===== config.mk =====
export PLATFORM = sky130hd
export DESIGN_NAME = syncgen_param
export DESIGN_NICKNAME = d
export VERILOG_FILES = /design/src/rtl/syncgen_pkg.sv /design/src/rtl/syncgen_axis_cnt.sv /design/src/rtl/syncgen_param.sv
export SDC_FILE = /design/constraint.sdc
export NUM_CORES = 1
export LEC_CHECK = 0
export BUFFER_PORTS_ARGS = -buffer_cell sky130_fd_sc_hd__buf_4
export CAP_MARGIN = 20
export CORE_UTILIZATION = 35
export DETAILED_ROUTE_END_ITERATION = 16
export GPL_TIMING_DRIVEN = 0
export PLACE_DENSITY = 0.56
export SYNTH_ARGS = -nofsm -noshare
export SYNTH_HDL_FRONTEND = slang
export SYNTH_SLANG_ARGS = --single-unit
export TNS_END_PERCENT = 10

===== constraint.sdc =====
create_clock -name CLK -period 5 [get_ports CLK]
set_clock_uncertainty 0.1 [all_clocks]
set_input_delay 0 -clock CLK [delete_from_list [all_inputs] [get_ports CLK]]
set_output_delay 0 -clock CLK [all_outputs]
set_load 0.02 [all_outputs]

===== src/rtl/syncgen_pkg.sv =====
// syncgen_pkg: shared timing types and defaults for the parametrised video
// timing generator.
//   axis_timing_t : active / front porch / sync width / back porch of one axis
//   axis_period() : total length of an axis (sum of the four fields)
//   VGA_H_TIMING / VGA_V_TIMING : the 640x480@60 reference raster
package syncgen_pkg;

  typedef struct packed {
    int unsigned active;
    int unsigned front;
    int unsigned width;
    int unsigned back;
  } axis_timing_t;

  function automatic int unsigned axis_period(input axis_timing_t t);
    return t.active + t.front + t.width + t.back;
  endfunction

  localparam axis_timing_t VGA_H_TIMING = '{active: 640, front: 16, width: 96, back: 48};
  localparam axis_timing_t VGA_V_TIMING = '{active: 480, front: 10, width: 2,  back: 33};

endpackage


===== src/rtl/syncgen_axis_cnt.sv =====
// syncgen_axis_cnt: one raster axis. A counter 0..PERIOD-1 that steps when
// adv_i is high, plus registered decodes of the counter's next value so the
// flags always describe the count visible in the same cycle.
// Ports:
//   clk_i, rst_i : clock, asynchronous active-high reset
//   adv_i        : advance the counter this cycle
//   cnt_o        : current position
//   first_o      : position == 0
//   active_o     : position < ACTIVE
//   sync_o       : position in [SYNC_START, SYNC_END)
module syncgen_axis_cnt #(
  parameter int unsigned CW         = 11,
  parameter int unsigned ACTIVE     = 640,
  parameter int unsigned SYNC_START = 656,
  parameter int unsigned SYNC_END   = 752,
  parameter int unsigned PERIOD     = 800
) (
  input  logic          clk_i,
  input  logic          rst_i,
  input  logic          adv_i,
  output logic [CW-1:0] cnt_o,
  output logic          first_o,
  output logic          active_o,
  output logic          sync_o
);

  localparam logic [CW-1:0] LAST    = CW'(PERIOD - 1);
  localparam logic [CW-1:0] ACT_END = CW'(ACTIVE);
  localparam logic [CW-1:0] SYN_BEG = CW'(SYNC_START);
  localparam logic [CW-1:0] SYN_END = CW'(SYNC_END);

  logic [CW-1:0] cnt_q, cnt_d;
  logic          first_q, first_d;
  logic          active_q, active_d;
  logic          sync_q, sync_d;

  always_comb begin
    cnt_d = cnt_q;
    if (adv_i) begin
      cnt_d = (cnt_q == LAST) ? '0 : cnt_q + CW'(1);
    end
    // Decode the value the counter is about to hold, so flag and count
    // update on the same edge.
    first_d  = (cnt_d == '0);
    active_d = (cnt_d < ACT_END);
    sync_d   = (cnt_d >= SYN_BEG) && (cnt_d < SYN_END);
  end

  always_ff @(posedge clk_i or posedge rst_i) begin
    if (rst_i) begin
      cnt_q    <= '0;
      first_q  <= 1'b1;
      active_q <= 1'b1;
      sync_q   <= 1'b0;
    end else begin
      cnt_q    <= cnt_d;
      first_q  <= first_d;
      active_q <= active_d;
      sync_q   <= sync_d;
    end
  end

  assign cnt_o    = cnt_q;
  assign first_o  = first_q;
  assign active_o = active_q;
  assign sync_o   = sync_q;

endmodule


===== src/rtl/syncgen_param.sv =====
// syncgen_param: parametrised raster timing generator (H/V counters, sync,
// display enable, line/frame start markers).
// Optional feature: define SYNCGEN_FRAME_CNT_EN to add the 16-bit FRAME_CNT
// output, which counts completed frames and wraps at 0xFFFF.
// Ports:
//   CLK, RST     : clock (pixel clock or faster system clock), async active-high reset
//   PCE          : pixel clock enable; everything holds while low
//   HCNT, VCNT   : current horizontal / vertical position
//   VGA_HS/VS    : sync outputs, active level set by HS_POL / VS_POL
//   DE           : inside the active area
//   LINE_START   : HCNT == 0
//   FRAME_START  : HCNT == 0 and VCNT == 0
//   FRAME_CNT    : frame counter (SYNCGEN_FRAME_CNT_EN only)
module syncgen_param
  import syncgen_pkg::*;
#(
  parameter int unsigned HACTIVE = VGA_H_TIMING.active,
  parameter int unsigned HFRONT  = VGA_H_TIMING.front,
  parameter int unsigned HWIDTH  = VGA_H_TIMING.width,
  parameter int unsigned HBACK   = VGA_H_TIMING.back,
  parameter int unsigned VACTIVE = VGA_V_TIMING.active,
  parameter int unsigned VFRONT  = VGA_V_TIMING.front,
  parameter int unsigned VWIDTH  = VGA_V_TIMING.width,
  parameter int unsigned VBACK   = VGA_V_TIMING.back,
  parameter logic        HS_POL  = 1'b0,
  parameter logic        VS_POL  = 1'b0,
  parameter int unsigned CW      = 11
) (
  input  logic          CLK,
  input  logic          RST,
  input  logic          PCE,
  output logic [CW-1:0] HCNT,
  output logic [CW-1:0] VCNT,
  output logic          VGA_HS,
  output logic          VGA_VS,
  output logic          DE,
  output logic          LINE_START,
  output logic          FRAME_START
`ifdef SYNCGEN_FRAME_CNT_EN
  ,
  output logic [15:0]   FRAME_CNT
`endif
);

  localparam axis_timing_t H_T = '{active: HACTIVE, front: HFRONT, width: HWIDTH, back: HBACK};
  localparam axis_timing_t V_T = '{active: VACTIVE, front: VFRONT, width: VWIDTH, back: VBACK};
  localparam int unsigned HPERIOD     = axis_period(H_T);
  localparam int unsigned VPERIOD     = axis_period(V_T);
  localparam int unsigned HSYNC_START = HACTIVE + HFRONT;
  localparam int unsigned HSYNC_END   = HSYNC_START + HWIDTH;
  localparam int unsigned VSYNC_START = VACTIVE + VFRONT;
  localparam int unsigned VSYNC_END   = VSYNC_START + VWIDTH;

  // Geometry sanity: reject rasters the counters cannot represent.
  if (HACTIVE == 0 || HFRONT == 0 || HWIDTH == 0 || HBACK == 0 ||
      VACTIVE == 0 || VFRONT == 0 || VWIDTH == 0 || VBACK == 0) begin : g_err_zero
    $error("syncgen_param: geometry parameters must all be non-zero");
  end
  if (64'(HPERIOD) > (64'd1 << CW) || 64'(VPERIOD) > (64'd1 << CW)) begin : g_err_width
    $error("syncgen_param: HPERIOD/VPERIOD exceed the CW-bit counter range");
  end
  if (VSYNC_END >= VPERIOD) begin : g_err_vsync
    $error("syncgen_param: vertical sync must end before the last line");
  end

  localparam logic [CW-1:0] HLAST     = CW'(HPERIOD - 1);
  localparam logic [CW-1:0] HSYNC_PRE = CW'(HSYNC_START - 1);

  logic [CW-1:0] h_cnt, v_cnt;
  logic          h_first, h_act, h_sync;
  logic          v_first, v_act, v_sync;
  logic          h_wrap;
  logic          vs_act_q, vs_act_d;

  // V steps on the same PCE cycle that H wraps.
  assign h_wrap = PCE && (h_cnt == HLAST);

  syncgen_axis_cnt #(
    .CW(CW), .ACTIVE(HACTIVE), .SYNC_START(HSYNC_START),
    .SYNC_END(HSYNC_END), .PERIOD(HPERIOD)
  ) u_h (
    .clk_i(CLK), .rst_i(RST), .adv_i(PCE),
    .cnt_o(h_cnt), .first_o(h_first), .active_o(h_act), .sync_o(h_sync)
  );

  syncgen_axis_cnt #(
    .CW(CW), .ACTIVE(VACTIVE), .SYNC_START(VSYNC_START),
    .SYNC_END(VSYNC_END), .PERIOD(VPERIOD)
  ) u_v (
    .clk_i(CLK), .rst_i(RST), .adv_i(h_wrap),
    .cnt_o(v_cnt), .first_o(v_first), .active_o(v_act), .sync_o(v_sync)
  );

  // VS only changes as HCNT steps onto the HS leading edge. On that edge V
  // cannot move (H is not wrapping), so v_sync already describes the line
  // being entered and can be sampled directly.
  always_comb begin
    vs_act_d = vs_act_q;
    if (PCE && (h_cnt == HSYNC_PRE)) begin
      vs_act_d = v_sync;
    end
  end

  always_ff @(posedge CLK or posedge RST) begin
    if (RST) begin
      vs_act_q <= 1'b0;
    end else begin
      vs_act_q <= vs_act_d;
    end
  end

  assign HCNT        = h_cnt;
  assign VCNT        = v_cnt;
  assign VGA_HS      = h_sync   ? HS_POL : ~HS_POL;
  assign VGA_VS      = vs_act_q ? VS_POL : ~VS_POL;
  assign DE          = h_act & v_act;
  assign LINE_START  = h_first;
  assign FRAME_START = h_first & v_first;

`ifdef SYNCGEN_FRAME_CNT_EN
  localparam logic [CW-1:0] VLAST = CW'(VPERIOD - 1);

  logic [15:0] frame_cnt_q, frame_cnt_d;

  // Counts on the cycle the raster returns to (0,0); wraps naturally at 16 bits.
  always_comb begin
    frame_cnt_d = frame_cnt_q;
    if (h_wrap && (v_cnt == VLAST)) begin
      frame_cnt_d = frame_cnt_q + 16'd1;
    end
  end

  always_ff @(posedge CLK or posedge RST) begin
    if (RST) begin
      frame_cnt_q <= '0;
    end else begin
      frame_cnt_q <= frame_cnt_d;
    end
  end

  assign FRAME_CNT = frame_cnt_q;
`endif

endmodule


* Word-level counts from Yosys, hierarchy flattened
Cells that the tools add are included.
Operators by class: add/sub/neg operators 2, mux-type cells 6, order comparisons 6, reductions and logical operators 6, bitwise gates (word level) 2, eq/ne operators 3
Operators by type and width (count):
- $mux 11 | 4
- $eq 11x10->1 const B | 3
- $add 11x1->11 const B | 2
- $logic_not 11->1 | 2
- $lt 11x10->1 const B | 2
- $lt 11x9->1 const B | 2
- $ge 11x10->1 const B | 1
- $ge 11x9->1 const B | 1
- $logic_and 1x1->1 | 4
- $and 1x1->1 | 2
- $mux 1 | 2
Word-level totals: bits of input ports 3, register bits after elaboration 29, logic and storage cells 34, output and inout port bits 27

* Logic depth before layout (Yosys ltp)
Gate-level depths: netlist of the first run.
depth in word-level cells 5, mapped depth 9, depth with buffers taken out 8

* Hierarchy
Synthesis of the first run repeated with hierarchy kept, for this count alone.
Second synthesis, totals: cell total of the unflattened synthesis 199, area, all modules 1909.3 µm²
Modules (own cells, without submodules):
- syncgen_axis_cnt at u_h | instances 1, sequential area each 352.8 µm², area each 925.9 µm², cells an instance 96
- syncgen_axis_cnt at u_v | instances 1, sequential area each 352.8 µm², area each 865.8 µm², cells an instance 89
- syncgen_param | instances 1, sequential area each 25.0 µm², area each 117.6 µm², cells an instance 14

* Least setup slack after synthesis of the first run
No wires, ideal clock.
path type flip-flop to flip-flop, start point register u_h.cnt_q[0] (netlist: u_h.cnt_o[0]), end point register u_v.first_q (netlist: u_v.first_o), data arrival time 2.237 ns, buffers on the path 0, stages on the path, launching flop included 8, setup time 0.090 ns, required time 4.810 ns, setup slack 2.573 ns, clock period less this slack 2.427 ns, path through dfrtp_1 ha_1 and2_1 and4_4 nand3_2 xnor2_1 or4_4 nor4_2
Between the ends: longest elaborated chain between the ends 4
RTL lines:
- from (decl) | line syncgen_axis_cnt.sv:32 | logic [CW-1:0] cnt_q, cnt_d;
- from (signal assigned) | line syncgen_axis_cnt.sv:56 | cnt_q <= cnt_d;
- $eq 11x10->1 | line syncgen_param.sv:76 | assign h_wrap = PCE && (h_cnt == HLAST);
- $logic_and 1x1->1 | line syncgen_param.sv:76
- $mux 11 | line syncgen_axis_cnt.sv:39 | if (adv_i) begin
- named net u_v.cnt_d[8] | line syncgen_axis_cnt.sv:32
- $logic_not 11->1 | line syncgen_axis_cnt.sv:44 | first_d = (cnt_d == '0);
- named net u_v.first_d | line syncgen_axis_cnt.sv:33 | logic first_q, first_d;
- to (signal assigned) | line syncgen_axis_cnt.sv:57 | first_q <= first_d;
- to (decl) | line syncgen_axis_cnt.sv:33
The timed path passes the listed nets, and every way through them passes these cells. A chain may end at the register's enable or synchronous reset.

* Final worst setup path of the first run
Same ends and word-level chain as after synthesis.

==> impl_metrics.ini, run 1 <==
[finish]
final_cell_mix = buf_4 (29), dfrtp_1 (25), nand2_1 (22)
nets = 244
final_layout_size_suffix_gt1_share_pct = 24.69
area_growth_pct = 26.26
diodes = 0
final_common_cell = buf_4

[grt]
antenna_found_initial = 0
grt_max_degree = 21
grt_pass1_wl_mm = 6.893
overflow = 0
grt_pass1_vias = 1417
grt_use_total_pct = 17.08

[floorplan]
die_area_sq_mm = 0.005464
fp-row-count = 25
start_util_pct = 37.34
boundaryPins = 30
die_w_microns = 73.92
die_y_microns = 73.92
fp.coreArea_sq_mm = 0.004848

[pwr]
swShare_pct = 32.52
combinationalPowerShare_pct = 30.0
p_clk_share_pct = 34.4
leakage_nw = 1.045
p_per_area_mw_per_mm2 = 369.9
switchingPower_w = 0.0002750
peakVddDrop_uv = 145.1
p_int_w = 0.0005706
pwr-share-seq_pct = 35.6

[sta]
fin_tns_setup_ns = 0
slew_viol_final = 0
report.final.hold_viol_count = 0
rsz0062_at_grt = false
period_share_pct = 51.12
worst_slack_ns = 2.444
tightest_slew_ns = 0.4995
fmax_ghz = 0.3912
max_slew_margin_pct = 66.70
finalSetupViolCount = 0
post-route-min-period_ns = 2.556

[placement]
io_buffers = 28
gp_congestion = 0.8343
place_hpwl_mm = 2.989
dpl_worst_slack_ns = 2.454

[yosys]
synth-edff-count = 0
synthCells = 200
netlist.area_leader.share_pct = 34.55
synthFlopType = dfrtp_1
yosys_warnings = 0
syn_avg_cell_area_sq_um = 9.052
synth_nets = 206
syn_area_sq_mm = 0.001810
seq_area_frac_synth_pct = 40.36
synth_area_leaders = dfrtp_1 (35%), dfstp_2 (5.8%), xnor2_1 (5.3%)
ys_async_sr_fraction_pct = 100.0
synth_cell_type_count = 49
synth.ff_latch_count = 29
synth_top_area_cell = dfrtp_1

[run]
max-cap-violations = 0

[route]
first_pass_iters = 4
vias = 1539
drt-total-wl_mm = 4.119
antenna_left = 0
wl_per_cell_microns = 13.46
drc = 0
vias_per_cell = 5.029
drtIter0Drc = 138

[setup_path]
critical_path.max_fanout = 9
cp-start-kind = flop
crit_path_end_kind = flop
worstPathArrival_ns = 2.64
crit_type = flop to flop
r2r_slack_ns = 2.44
crit_required_ns = 5.09

[cts]
htreeDepth = 2
root_buffer = clkbuf_8
ctsResizeCount = 0
cts_buffers = 5
clock_sinks = 29
cts_tree = done
clk_path_buf_depth = 2
insertion_delay_ns = 0.28
clk_pin_slew_worst_paths_ns = 0.07

[min_path]
min_path_type = primary input to asynchronous set/reset pin

[outcome]
status = complete, no violations
==> cell type report <==
| cell class | instances | area, sq um |
|---|---|---|
| Multi-Input combinational cell | 150 | 962.2 |
| Buffer | 12 | 83.83 |
| Timing Repair Buffer | 31 | 257.7 |
| Sequential cell | 29 | 730.7 |
| Clock buffer | 5 | 68.82 |
| Clock inverter | 3 | 65.06 |
| Tap cell | 67 | 83.83 |
| Inverter | 9 | 33.78 |
| Fill cell | 472 | 2562 |
==> state kept, by name, summed over array words and instances, names as in the netlist <==
signal,flops
u_h.cnt_o,11
u_v.cnt_o,11
u_h.active_o,1
u_h.first_o,1
u_h.sync_o,1
u_v.active_o,1
u_v.first_o,1
u_v.sync_o,1
vs_act_q,1
==> routing by layer <==
| metal | part of all wire (%) | routed length (microns) | track usage, % | vias up |
|---|---|---|---|---|
| met3 | 4.1 | 169 | 4.664 | 2 |
| met1 | 49 | 2013 | 22.45 | 720 |
| met2 | 46 | 1907 | 26.46 | 34 |
| met5 | 0 | 0 | 0 | - |
| met4 | 0.70 | 29 | 7.051 | 0 |
| li1 | - | - | - | 783 |
==> synth_stat cells, types with 2 or more instances <==
cell type,count
o31ai_1,2
nor4_2,2
nand3_1,9
mux2i_1,3
buf_2,4
and4bb_1,2
and4_1,2
xor2_1,6
ha_1,3
nand3b_1,2
clkbuf_1,3
nand2_1,22
nor3_1,4
nand4_1,4
dfstp_2,4
o221ai_1,3
nand2b_1,2
a21oi_1,11
buf_6,4
and2_1,8
and3_1,2
inv_1,9
xnor2_1,11
dfrtp_1,25
o21ai_0,6
nor2_1,18
o21ai_1,2
or3_1,2
a31oi_1,4
nor4_1,2
==> cell families (layout without fill, tap and decap cells) <==
| group | count (synthesis) | in the layout | synth area share [%] |
|---|---|---|---|
| buf+inv | 21 | 60 | 6.496 |
| flops | 29 | 29 | 40.36 |
| mux | 4 | 4 | 2.281 |
| compound gates | 37 | 37 | 13.06 |
| xor+xnor | 17 | 17 | 8.224 |
| simple gates | 89 | 89 | 27.50 |
| fa+ha+maj | 3 | 3 | 2.073 |
==> power by group through the flow <==
stage / clock network, W / logic [W] / registers [W]
after CTS: 0.000301 / 0.000254 / 0.000301
after detailed placement: 0 / 0.000251 / 0.000305
after global placement: 0 / 0.000247 / 0.000306
after global routing: 0.000311 / 0.000276 / 0.000307
final: 0.000291 / 0.000254 / 0.000301
after floorplan: 0 / 0.000139 / 0.000335
==> repair_timing <==
action | 4_1_cts | 5_1_grt
hold endpoints to repair | 28 | 0
setup endpoints to repair | 0 | 0
setup buffers | 0 | 0
hold buffers | 2 | 0
==> path summary, 6_finish.rpt <==
| kind | from | end | cells after the start |
|---|---|---|---|
| max in group asynchronous | RST | u_h.first_o | 4 |
| worst max-delay path | u_h.cnt_o[0] | u_v.first_o | 7 |
| worst min register to register | u_v.sync_o | vs_act_q | 1 |
| min in group CLK | u_v.sync_o | vs_act_q | 1 |
| worst max register to register | u_h.cnt_o[0] | u_v.first_o | 7 |
| worst min-delay path | RST | u_h.sync_o | 3 |
==> worst max-delay path: stages, from the launching register on <==
cell and delay [ns]:
dfrtp_1 0.44, ha_1 0.33, and2_1 0.20, nand4_2 0.27, a21oi_1 0.21, o21ai_1 0.14
or4_4 0.54, nor4_2 0.22
==> metrics by stage <==
step                power [W]  hold WS [ns]  instance area (sq um)  utilization, %  std cells
global route        0.0008938        0.2208                   2286           47.15        306
global placement    0.0005526        0.2308                   2105           43.41        295
detailed placement  0.0005569      -0.05490                   2132           43.97        296
CTS                 0.0008562        0.1914                   2286           47.15        306
floorplan           0.0004733      -0.02485                   1810               -        200
finish              0.0008456        0.1911                   2286           47.15        306
Note: power is estimated with default switching activity, not from simulation.
==> run 2, diff against run 1 <==
--- a/config.mk
+++ b/config.mk
@@ -10,7 +10,7 @@
 export CORE_UTILIZATION = 35
 export DETAILED_ROUTE_END_ITERATION = 16
 export GPL_TIMING_DRIVEN = 0
-export PLACE_DENSITY = 0.56
+export PLACE_DENSITY = 0.58
 export SYNTH_ARGS = -nofsm -noshare
 export SYNTH_HDL_FRONTEND = slang
 export SYNTH_SLANG_ARGS = --single-unit
==> constraint.sdc (replaced) <==
create_clock -name CLK -period 2.21 [get_ports CLK]
set_clock_uncertainty 0.1 [all_clocks]
set_input_delay 0 -clock CLK [delete_from_list [all_inputs] [get_ports CLK]]
set_output_delay 0 -clock CLK [all_outputs]
set_load 0.02 [all_outputs]
==> impl_metrics.ini, run 2 (synthesis results as in run 1) <==
[setup_path]
crit_required_ns = 2.28
cp-start-kind = flop
crit_path_end = u_v.sync_o
crit_path_end_kind = flop
crit_type = flop to flop
startpoint = u_v.cnt_o[0]
r2r_start = u_v.cnt_o[0]
worstPathArrival_ns = 2.36
crit_path_top_delay_cell = dfrtp_2
r2r_slack_ns = -0.08
rr_worst_depth = 9
crit_top_cell = buf_4
r2r-end = u_v.sync_o
slowest_delay_ns = 0.42
critical_path.max_fanout = 7
path_cells = ha_2 -> nand4_1 -> nor2_2 -> nand3_4 -> buf_4 -> xor2_1 -> a31oi_2 -> buf_4 -> nor4_4

[pwr]
p_clk_share_pct = 23.5
leakage_nw = 1.174
power_w = 0.001780
p_int_w = 0.001139
p_per_area_mw_per_mm2 = 680.2
pwr-share-seq_pct = 39.2
switchingPower_w = 0.0006414
peakVddDrop_uv = 502.1
combinationalPowerShare_pct = 37.3
swShare_pct = 36.02

[min_path]
min_path_type = primary input to asynchronous set/reset pin

[cts]
htreeDepth = 2
clock_sinks = 29
cts_tree = done
insertion_delay_ns = 0.27
root_buffer = clkbuf_8
clk_path_buf_depth = 2
cts_buffers = 5
clk_pin_slew_worst_paths_ns = 0.07

[finish]
post_layout_nonfiller_instances = 334
fillers = 442
final_common_cell = buf_4
nets = 272
area_growth_pct = 44.57
final_cell_mix = buf_4 (57), nand2_1 (22), dfrtp_1 (17)
utilization_pct = 53.99
final_layout_size_suffix_gt1_share_pct = 42.32
diodes = 0
finalInstanceArea_sq_mm = 0.002618

[floorplan]
fp-row-count = 25
boundaryPins = 30
fp.coreArea_sq_mm = 0.004848
die_area_sq_mm = 0.005464
start_util_pct = 37.34
die_w_microns = 73.92
die_y_microns = 73.92

[grt]
use_met2_pct = 26.87
grt_use_total_pct = 18.01
overflow = 0
grt_pass1_wl_mm = 7.341
grt_util_met1_pct = 26.01
use_met3_pct = 3.978
grt_pass1_vias = 1473
grt_max_degree = 22
antenna_found_initial = 0
grt_busiest_layer = met2

[sta]
rsz0062_at_grt = true
period_share_pct = 103.6
fmax_ghz = 0.4369
finalSetupViolCount = 2
slew_viol_final = 0
fin_tns_setup_ns = -0.1531
worst_slack_ns = -0.07875
post-route-min-period_ns = 2.289
max_slew_margin_pct = 68.48
tightest_slew_ns = 0.4728
report.final.hold_viol_count = 0

[route]
vias_per_cell = 5.147
drtIter0Drc = 144
first_pass_iters = 4
vias = 1719
antenna_left = 0
wl_per_cell_microns = 14.31
drc = 0
drt-total-wl_mm = 4.778

[run]
max-cap-violations = 0

[outcome]
status = complete, but fails checks
violations = negative setup slack

[placement]
place_hpwl_mm = 3.047
dp.cells = 296
io_buffers = 28
placed_area_sq_mm = 0.002158
gp_congestion = 0.8673
-- run 2: cell count changes in the layout (fill, tap and decap cells not counted), moves of 2 or more --
cell / previous run / this run
buf_4: 29 / 57
dfrtp_1: 25 / 17
dfrtp_2: 0 / 8
nor4_4: 0 / 3
bufinv_16: 2 / 0
clkbuf_2: 0 / 2
ha_1: 3 / 1
inv_1: 9 / 7
inv_2: 0 / 2
nor2_1: 18 / 16
nor4_2: 2 / 0
o21ai_1: 2 / 0
o21ai_2: 0 / 2
xnor2_1: 11 / 9
-- run 2: repair_timing --
item,in CTS,in global routing
endpoints found under the setup margin,3,6
resized for setup,21,10
hold buffers,2,0
endpoints found under the hold margin,28,0
pin swaps,8,5
setup buffers,18,11
-- run 2: power by group through the flow --
stage,combinational [W],clock [W],sequential (W)
global placement,0.000561,0,0.000698
CTS,0.000667,0.000437,0.000695
floorplan,0.000318,0,0.000762
finish,0.000664,0.000419,0.000698
detailed placement,0.000573,0,0.000698
global route,0.000734,0.000458,0.000709
-- run 2: how the worst min path moves through the flow --
| stage | from | end | slack, ns | depth (start not counted) |
|---|---|---|---|---|
| finish | RST | u_v.cnt_o[6] | 0.19 | 3 |
| global route | RST | u_v.cnt_o[6] | 0.22 | 3 |
| CTS | RST | u_v.cnt_o[6] | 0.20 | 3 |
| detailed placement | RST | u_v.cnt_o[10] | -0.06 | 2 |
| global placement | PCE | u_h.cnt_o[0] | 0.23 | 3 |
| floorplan | RST | u_h.cnt_o[10] | -0.03 | 1 |
-- run 2: metal layers --
layer,wire length [microns],up-vias
li1,-,847
met1,2239,827
met2,2292,43
met3,216,2
met4,29,0
met5,0,-
-- run 2: worst max-delay path: cells and delay by family (launching register included) --
| kind | cells | cell delay [ns] |
|---|---|---|
| AND/OR/NAND/NOR | 4 | 0.76 |
| flip-flops | 1 | 0.42 |
| buffers and inverters | 2 | 0.35 |
| adder cells (fa/ha/maj) | 1 | 0.26 |
| XOR/XNOR | 1 | 0.17 |
| AO/OA/AOI/OAI | 1 | 0.13 |
-- run 2: area by class of cell --
type | count | area [sq um] | share of cell area (%)
timing repair buffer | 60 | 488.0 | 18.64
clock buffer | 8 | 80.08 | 3.059
sequential | 29 | 740.7 | 28.30
tap | 67 | 83.83 | 3.203
buffer | 11 | 75.07 | 2.868
inverter | 9 | 33.78 | 1.291
multi-input combinational | 150 | 1116 | 42.64
-- run 2: per-stage QoR --
| step | setup slack [ns] | hold slack, ns |
|---|---|---|
| 4_1_cts | -0.02351 | 0.2001 |
| 2_1_floorplan | -0.09527 | -0.02520 |
| 3_5_place_dp | -0.2690 | -0.05797 |
| 6_report | -0.07875 | 0.1906 |
| 5_1_grt | -0.2229 | 0.2186 |
| 3_3_place_gp | -0.2636 | 0.2304 |
